[src/rtl/fmps_readout_sequencer_pkg.sv]
// Shared definitions for the FMPS readout path: sequencer state encoding,
// readout-check result codes and readout word field positions.
package fmps_readout_sequencer_pkg;

  typedef enum logic [2:0] {
    ST_IDLE,
    ST_SCAN,
    ST_WAIT,
    ST_CHECK,
    ST_SEND,
    ST_DONE
  } state_t;

  localparam logic [2:0] ERR_OK     = 3'd0;
  localparam logic [2:0] ERR_FLAGS  = 3'd1;
  localparam logic [2:0] ERR_STATUS = 3'd2;
  localparam logic [2:0] ERR_ADDR   = 3'd3;
  localparam logic [2:0] ERR_MAGIC  = 3'd4;
  localparam logic [2:0] ERR_CYCLE  = 3'd5;

  localparam int unsigned FLAG_HI_BIT  = 31;
  localparam int unsigned FLAG_LO_BIT  = 30;
  localparam int unsigned STATUS_BIT   = 29;
  localparam int unsigned ADDR_MSB     = 28;
  localparam int unsigned ADDR_LSB     = 24;
  localparam int unsigned ADDR_FIELD_W = ADDR_MSB - ADDR_LSB + 1;
  localparam int unsigned MAGIC_MSB    = 23;
  localparam int unsigned MAGIC_LSB    = 8;
  localparam int unsigned CYCLE_MSB    = 7;
  localparam int unsigned CYCLE_LSB    = 0;

endpackage

[src/rtl/fmps_readout_checker.sv]
// Combinational field check of one FMPS readout word; returns the code of the
// highest-priority fault found, or ERR_OK.
module fmps_readout_checker
  import fmps_readout_sequencer_pkg::*;
#(
  parameter int unsigned INDEX_WIDTH = 5,
  parameter logic [15:0] DATA_MAGIC  = 16'hCACA
) (
  input  logic [31:0]            readout,
  input  logic [7:0]             expectedCycle,
  input  logic [INDEX_WIDTH-1:0] address,
  output logic [2:0]             errCode
);

  logic [ADDR_FIELD_W-1:0] addrField;

  // Priority-ordered field checks: flags, status, address, magic, cycle.
  always_comb begin
    addrField = ADDR_FIELD_W'(address);
    errCode   = ERR_OK;
    if (readout[FLAG_HI_BIT] || readout[FLAG_LO_BIT])
      errCode = ERR_FLAGS;
    else if (readout[STATUS_BIT])
      errCode = ERR_STATUS;
    else if (readout[ADDR_MSB:ADDR_LSB] != addrField)
      errCode = ERR_ADDR;
    else if (readout[MAGIC_MSB:MAGIC_LSB] != DATA_MAGIC)
      errCode = ERR_MAGIC;
    else if (readout[CYCLE_MSB:CYCLE_LSB] != expectedCycle)
      errCode = ERR_CYCLE;
  end

endmodule

[src/rtl/fmps_readout_sequencer.sv]
// Walks a snapshot of the FMPS packet-present bitmap, reads each present
// entry from the DPRAM, validates it and streams good words over AXI-Stream.
module fmps_readout_sequencer
  import fmps_readout_sequencer_pkg::*;
#(
  parameter int unsigned INDEX_WIDTH = 5,
  parameter logic [15:0] DATA_MAGIC  = 16'hCACA
) (
  input  logic                        sysClk,
  input  logic                        sysReset_n,
  input  logic                        start,
  input  logic [7:0]                  expectedCycle,
  input  logic [2**INDEX_WIDTH-1:0]   fmpsBitmapAll,
  output logic [INDEX_WIDTH-1:0]      fmpsReadoutAddress,
  input  logic [31:0]                 fmpsReadout,
  output logic [31:0]                 m_tdata,
  output logic                        m_tvalid,
  output logic                        m_tlast,
  input  logic                        m_tready,
  output logic                        busy,
  output logic                        scanDone,
  output logic [INDEX_WIDTH:0]        wordCount,
  output logic [15:0]                 errorCount,
  output logic [2:0]                  firstErrCode,
  output logic [INDEX_WIDTH-1:0]      firstErrAddr,
  output logic                        overrun,
  input  logic                        clearErrors
);

  localparam int unsigned DEPTH = 2**INDEX_WIDTH;
  localparam logic [INDEX_WIDTH-1:0] TOP_INDEX = '1;

  state_t                 state;
  logic [DEPTH-1:0]       snapshot;
  logic [2:0]             checkCode;
  logic                   atTop;
  logic [INDEX_WIDTH-1:0] nextAddr;
  logic [DEPTH-1:0]       aboveMask;
  logic                   lastBeat;

  fmps_readout_checker #(
    .INDEX_WIDTH (INDEX_WIDTH),
    .DATA_MAGIC  (DATA_MAGIC)
  ) u_checker (
    .readout       (fmpsReadout),
    .expectedCycle (expectedCycle),
    .address       (fmpsReadoutAddress),
    .errCode       (checkCode)
  );

  // Address advance and end-of-stream detection for the current index.
  always_comb begin
    atTop     = (fmpsReadoutAddress == TOP_INDEX);
    nextAddr  = fmpsReadoutAddress + 1'b1;
    // Mask of indexes strictly above the current one; wraps to zero at the top.
    aboveMask = ~((DEPTH'(2) << fmpsReadoutAddress) - DEPTH'(1));
    lastBeat  = ((snapshot & aboveMask) == '0);
  end

  // Scan FSM with registered stream, status and error-bookkeeping outputs.
  always_ff @(posedge sysClk or negedge sysReset_n) begin
    if (!sysReset_n) begin
      state              <= ST_IDLE;
      snapshot           <= '0;
      fmpsReadoutAddress <= '0;
      m_tdata            <= '0;
      m_tvalid           <= 1'b0;
      m_tlast            <= 1'b0;
      busy               <= 1'b0;
      scanDone           <= 1'b0;
      wordCount          <= '0;
      errorCount         <= '0;
      firstErrCode       <= ERR_OK;
      firstErrAddr       <= '0;
      overrun            <= 1'b0;
    end else begin
      scanDone <= 1'b0;

      // Clear first; an error or overrun in the same cycle is applied after it.
      if (clearErrors) begin
        errorCount   <= '0;
        firstErrCode <= ERR_OK;
        firstErrAddr <= '0;
        overrun      <= 1'b0;
      end
      if (start && state != ST_IDLE)
        overrun <= 1'b1;

      case (state)
        ST_IDLE: begin
          if (start) begin
            snapshot           <= fmpsBitmapAll;
            fmpsReadoutAddress <= '0;
            wordCount          <= '0;
            busy               <= 1'b1;
            state              <= ST_SCAN;
          end
        end

        ST_SCAN: begin
          if (snapshot == '0 || (!snapshot[fmpsReadoutAddress] && atTop)) begin
            busy     <= 1'b0;
            scanDone <= 1'b1;
            state    <= ST_DONE;
          end else if (snapshot[fmpsReadoutAddress]) begin
            state <= ST_WAIT;
          end else begin
            fmpsReadoutAddress <= nextAddr;
          end
        end

        ST_WAIT: state <= ST_CHECK;

        ST_CHECK: begin
          if (checkCode == ERR_OK) begin
            m_tdata  <= fmpsReadout;
            m_tlast  <= lastBeat;
            m_tvalid <= 1'b1;
            state    <= ST_SEND;
          end else begin
            if (clearErrors) begin
              errorCount   <= 16'd1;
              firstErrCode <= checkCode;
              firstErrAddr <= fmpsReadoutAddress;
            end else begin
              if (errorCount != '1)
                errorCount <= errorCount + 16'd1;
              if (firstErrCode == ERR_OK) begin
                firstErrCode <= checkCode;
                firstErrAddr <= fmpsReadoutAddress;
              end
            end
            if (atTop) begin
              busy     <= 1'b0;
              scanDone <= 1'b1;
              state    <= ST_DONE;
            end else begin
              fmpsReadoutAddress <= nextAddr;
              state              <= ST_SCAN;
            end
          end
        end

        ST_SEND: begin
          if (m_tready) begin
            m_tvalid  <= 1'b0;
            m_tlast   <= 1'b0;
            wordCount <= wordCount + 1'b1;
            if (atTop) begin
              busy     <= 1'b0;
              scanDone <= 1'b1;
              state    <= ST_DONE;
            end else begin
              fmpsReadoutAddress <= nextAddr;
              state              <= ST_SCAN;
            end
          end
        end

        ST_DONE: state <= ST_IDLE;

        default: state <= ST_IDLE;
      endcase
    end
  end

endmodule
[config.mk]
export PLATFORM = sky130hd
export DESIGN_NAME = fmps_readout_sequencer
export DESIGN_NICKNAME = d
export VERILOG_FILES = /design/src/rtl/fmps_readout_sequencer_pkg.sv /design/src/rtl/fmps_readout_checker.sv /design/src/rtl/fmps_readout_sequencer.sv
export SDC_FILE = /design/constraint.sdc
export NUM_CORES = 1
export LEC_CHECK = 0
export CAP_MARGIN = 20
export CORE_ASPECT_RATIO = 1.2
export CORE_MARGIN = 4
export CORE_UTILIZATION = 30
export DETAILED_ROUTE_END_ITERATION = 8
export MAX_ROUTING_LAYER = met4
export SKIP_CTS_REPAIR_TIMING = 1
export SLEW_MARGIN = 40
export SYNTH_ARGS = -nofsm -noshare
export SYNTH_HDL_FRONTEND = slang
export SYNTH_SLANG_ARGS = --single-unit
[constraint.sdc]
create_clock -name sysClk -period 3.4 [get_ports sysClk]
set_input_delay 0.34 -clock sysClk [delete_from_list [all_inputs] [get_ports sysClk]]
set_output_delay 0.34 -clock sysClk [all_outputs]
set_load 0.02 [all_outputs]
; Word level (Yosys, flattened, before mapping)
; Cells that the tools add are included.
[op_classes]
addsub = 4
order_cmp = 1
eq_ne = 17
shifts = 1
mux = 57
n_bitwise = 2
reduce_logical = 22
[op_table]
columns = cell, count
row1 = $mux 16, 5
row2 = $logic_not 32->1, 2
row3 = $mux 5, 11
row4 = $mux 3, 16
row5 = $and 32x32->32, 1
row6 = $ne 16x16->1 const B, 2
row7 = $not 32->32, 1
row8 = $shl 2x5->32 const A, 1
row9 = $sub 32x2->32 const B, 1
row10 = $pmux 5 s4, 1
row11 = $add 16x1->16 const B, 1
row12 = $mux 1, 15
row13 = $pmux 3 s5, 1
row14 = $ne 2x2->1 const B, 7
row15 = $mux 6, 2
row16 = $pmux 6 s2, 1
row17 = $logic_not 3->1, 3
row18 = $reduce_and 3->1, 3
row19 = $ne 8x8->1, 1
row20 = $add 6x1->6 const B, 1
row21 = $eq 3x2->1 const B, 2
row22 = $lt 5x6->1 const B, 1
row23 = $reduce_and 6->1, 1
row24 = $reduce_bool 2->1, 3
row25 = 17 further kinds, 21
[word_totals]
reg_bits = 107
in_bits = 77
out_inout_bits = 72
elab_cells = 117

; Depth between registers and ports, before layout
[logic_depth]
depth_word = 10
mapped_depth = 15
depth_no_buf = 12

; Hierarchy
; Synthesis repeated with hierarchy kept, for this count alone.
[unflattened]
hier_cells = 607
area_unflattened_um2 = 6267.3
[by_module_without_submodules]
columns = mod, instances, cells_each, area_each_um2, seq_area_each_um2
row1 = fmps_readout_sequencer, 1, 578, 6000.8, 2677.6
row2 = fmps_readout_checker, 1, 29, 266.5, 0.0

; Least setup slack after synthesis
; OpenSTA, ideal clock, no wires.
[synth_timing]
path_kind = reg-to-reg
start = register fmpsReadoutAddress[0]
end = register m_tlast
setup_ns = 0.095
arrival_time_ns = 3.139
required_ns = 3.305
setup_slack_ns = 0.165
path_stages_with_launch = 15
path_buffers = 3
period_less_slack_ns = 3.235
path_cell_list = dfrtp_1 > buf_2 > inv_1 > ha_1 > clkbuf_1 > nand3_1 > ha_1 > o21ai_0 > a21oi_2 > and3_1 > clkbuf_1 > o21ai_0 > mux2_2 > a221o_1 > o31ai_1
[synth_via]
elab_chain_cells = 7
word_cells_on_any_way = 14
classes_between = add/sub: 1 / eq/ne: 2 / shift: 1 / mux: 5 / bitwise: 2 / reduce/logical: 3
[synth_lines]
columns = element, line
row1 = from (decl), fmps_readout_sequencer.sv:14  ; output logic [INDEX_WIDTH-1:0] fmpsReadoutAddress,
row2 = from (signal assigned), fmps_readout_sequencer.sv:108  ; fmpsReadoutAddress <= nextAddr;
row3 = from (signal assigned), fmps_readout_sequencer.sv:138  ; fmpsReadoutAddress <= nextAddr;
row4 = from (signal assigned), fmps_readout_sequencer.sv:154  ; fmpsReadoutAddress <= nextAddr;
row5 = $shl 2x5->32 / $ne 5x5->1 (equally long branches), "fmps_readout_sequencer.sv:56, fmps_readout_checker.sv:25"
row6 = $sub 32x2->32 / $mux 3 (equally long branches), "fmps_readout_sequencer.sv:56, fmps_readout_checker.sv:25"
row7 = $not 32->32 / $mux 3 (equally long branches), "fmps_readout_sequencer.sv:56, fmps_readout_checker.sv:23"
row8 = $and 32x32->32 / $mux 3 (equally long branches), "fmps_readout_sequencer.sv:57, fmps_readout_checker.sv:21"
row9 = $logic_not 32->1 / $logic_not 3->1 (equally long branches), "fmps_readout_sequencer.sv:57, fmps_readout_sequencer.sv:115"
row10 = $mux 1 / $ne 2x2->1 (equally long branches), -
row11 = $pmux 1 s2 / $reduce_and 3->1 (equally long branches), -
row12 = to (signal assigned), fmps_readout_sequencer.sv:117  ; m_tlast <= lastBeat;
row13 = to (decl), fmps_readout_sequencer.sv:18  ; output logic m_tlast,
; Parallel ways exist; a longest one is shown, timed or not. The select of a mux whose other input is x is not followed.
; A chain may end at the register's enable or synchronous reset.

; Worst setup path in the final report
; Same ends and word-level chain as after synthesis.

==> flow_summary.ini <==
[power]
p_sw_mw = 2.39
clkPwrFrac_pct = 18.5
p_comb_share_pct = 47.6
vdd_drop_max_v = 0.000363
internal_power_mw = 3.41
cellLeakagePower_nw = 3.43
powerDensity_nw_per_um2 = 689
seqPwrFrac_pct = 33.8
swShare_pct = 41.2

[worst_setup_path]
crit_arrival_ns = 3.39
cp-start-kind = register
r2r_setup_slack_ns = 0.27
worstPathMaxFanout = 10
cp-end-kind = register
cp.required_ns = 3.66
r2r_cells = 13
critPathKind = reg -> reg

[logic_synthesis]
synth_top_area_share_pct = 43.0
netlist_area_um2 = 6220
synth_edf_count = 0
avgSynthCellArea_um2 = 9.81
async_flop_share_pct = 100
synth_largest_area_cell = dfrtp_1
yosys.cell_types.count = 69
yosysSeqAreaShare_pct = 43.0
synth_area_leaders = dfrtp_1 (43%), mux2_2 (7.6%), xnor2_1 (3.4%)
ys.flop_type = dfrtp_1
syn-instance-count = 634
yosysWarningCount = 0
syn_nets = 721
synth_seq_cells = 107

[cts]
cts_buffers = 9
h-tree-depth = 3
numClockSinks = 107
cts_tree = built
clock_latency_ns = 0.35
clk_pin_slew_worst_paths_ns = 0.08
cts-root-buf = clkbuf_16
clock_path_buffers = 2

[timing]
relSlewSlack_pct = 52.4
worst_pin_slew_ns = 0.714
fmaxAchievable_mhz = 320
post-route-min-period_ns = 3.13
fin_hold_ws_ns = 0.0103
finalSetupViolations = 0
setup_tns_ns = 0
rsz0062_at_grt = no
clock_skew_ns = 0.0124
finalMaxSlewViolations = 0
min_period_over_period_pct = 92.0
finalHoldViolations = 0

[detailed_routing]
via_per_inst = 5.20
firstDrtPassIters = 5
wl_per_cell_um = 17.9
drt_iter0_markers = 328
finalWirelength_um = 18900
num_vias = 5488
drtAntennaViolNets = 0
route.detailed.drc = 0

[global_routing]
grt_max_degree = 108
antenna_found_initial = 0
grt.total_usage_pct = 16.4
grt_pass1_vias = 5255
grt_overflow = 0
grt_pass1_wl_um = 29600

[final_layout]
fill_cells = 2007
layout-drive-gt1-share_pct = 13.5
nNetsFinal = 873
syn2layout_area_growth_pct = 35.2
antenna_cells = 0

[flow_run]
maxCapViolCount = 0

[run_status]
status = completed

[floorplan]
fp.dieArea_um2 = 23100
ios = 149
die_w_um = 139
start_util_pct = 30.6
die_h_um = 166
rows = 57
core-area_um2 = 20300

[placement]
hpwl_um = 14200
io_buffer_count = 148
place.gp.congestion = 0.965

[hold_path]
hp-class = in -> async
==> final cells by class <==
type / instances / area [µm²] / share of cell area, %
multi-input combinational: 473 / 3320 / 39.5
timing repair buffer: 174 / 1700 / 20.2
tap: 265 / 332 / 3.94
sequential: 107 / 2680 / 31.9
inverter: 21 / 78.8 / 0.937
clock inverter: 6 / 73.8 / 0.878
clock buffer: 10 / 229 / 2.72
==> power groups by stage <==
stage / clock (mW) / combinational [mW] / sequential [mW]
after floorplan: 0 / 1.97 / 1.81
after global placement: 0 / 2.74 / 1.97
after detailed placement: 0 / 2.72 / 1.98
after CTS: 1.11 / 2.74 / 1.95
after global routing: 1.16 / 3.00 / 2.00
final: 1.07 / 2.76 / 1.96
==> logic make-up (layout without fill, tap and decap cells) <==
group                      count (synthesis)  count (layout)  synth area share (%)
AOI/OAI and AO/OA                        120             120                  12.4
muxes                                     59              59                  12.7
DFF                                      107             107                  43.0
xor gates and xnor gates                  34              34                  4.79
and+or+nand+nor                          250             250                  21.3
buffers and inverters                     54             211                  3.82
adders and majority gates                 10              10                  2.01
==> flip-flops by register name, indices dropped and copies added, names as in the netlist, 3 cells and up <==
| signal | flops |
|---|---|
| m_tdata | 32 |
| snapshot | 32 |
| errorCount | 16 |
| wordCount | 6 |
| firstErrAddr | 5 |
| fmpsReadoutAddress | 5 |
| firstErrCode | 3 |
| state | 3 |
==> cells in the final DEF (no fill, tap or decap), types with 4 or more instances in the layout <==
cell and n:
nand4_1 17, o211ai_1 4, o31ai_1 6, clkdlybuf4s50_1 147, dfrtp_1 106, nand2b_1 22, nor4_1 11, nor3_1 16
a31oi_1 5, a21oi_1 26, xor2_1 10, nand3_1 20, clkbuf_16 9, nand2_1 54, xnor2_1 24, nor2b_1 5
or3_1 9, nor4bb_1 6, a211oi_1 4, nor2_1 51, ha_1 10, mux4_2 8, and3_1 6, mux2_2 42
o21ai_0 38, buf_4 25, inv_1 20, mux2i_1 6, and2_1 15
==> worst paths after layout <==
path	from	end
setup / recovery	fmpsReadoutAddress[0]	m_tlast
hold / removal	sysReset_n	m_tdata[7]
setup reg to reg	fmpsReadoutAddress[0]	m_tlast
hold reg to reg	m_tdata[19]	m_tdata[19]
max in group asynchronous	sysReset_n	snapshot[16]
min in group sysClk	m_tdata[19]	m_tdata[19]
==> per-layer routing <==
metal | part of all wire [%] | GRT usage (%) | up-vias
li1 | - | - | 2593
met1 | 45 | 21.3 | 2613
met2 | 46 | 25.6 | 244
met3 | 6.1 | 3.02 | 38
met4 | 3.1 | 5.96 | 0
met5 | 0 | - | -
==> synth_stat cells, types with 3 or more instances <==
cell type  number
ha_1           10
nand2b_1       22
mux2i_1         6
nor2b_1         5
mux2_2         42
a21o_1          3
clkbuf_1       22
dfrtp_1       107
xor2_1         10
buf_2           7
mux4_2          8
a21oi_1        26
o21ai_0        38
a211oi_1        4
inv_1          20
xnor2_1        24
o21a_1          3
and2_1         15
o211ai_1        4
and3_1          6
nor3_1         16
nor4bb_1        6
or3_1           9
nor2_1         51
o22ai_1         3
a31oi_1         5
nand3_1        20
nor4_1         11
nand4_1        17
nor4b_1         3
o31ai_1         6
nand2_1        54
and4_1          3
==> per-stage QoR <==
stage / instance area [µm²] / total power, mW / util, % / std cells / setup WS (ns)
after floorplan: 6220 / 3.78 / - / 634 / 0.165
after global placement: 8100 / 4.71 / 39.9 / 1040 / 0.192
after detailed placement: 8100 / 4.69 / 39.9 / 1040 / 0.169
after CTS: 8400 / 5.81 / 41.3 / 1056 / 0.133
after global routing: 8410 / 6.16 / 41.4 / 1056 / 0.0173
final: 8410 / 5.80 / 41.4 / 1056 / 0.273
==> worst max-delay path, cell delays in order (launching register included) <==
cell and delay [ns]:
dfrtp_2 0.48, inv_1 0.11, ha_1 0.21, buf_4 0.18, nand3_1 0.08, ha_1 0.28
and4b_1 0.23, a21oi_1 0.12, o221ai_1 0.13, nor4_1 0.29, nand4_1 0.19, a2111oi_2 0.39
nand4_1 0.15, o31ai_1 0.20
No activity file was read; power rests on OpenSTA's default activity.
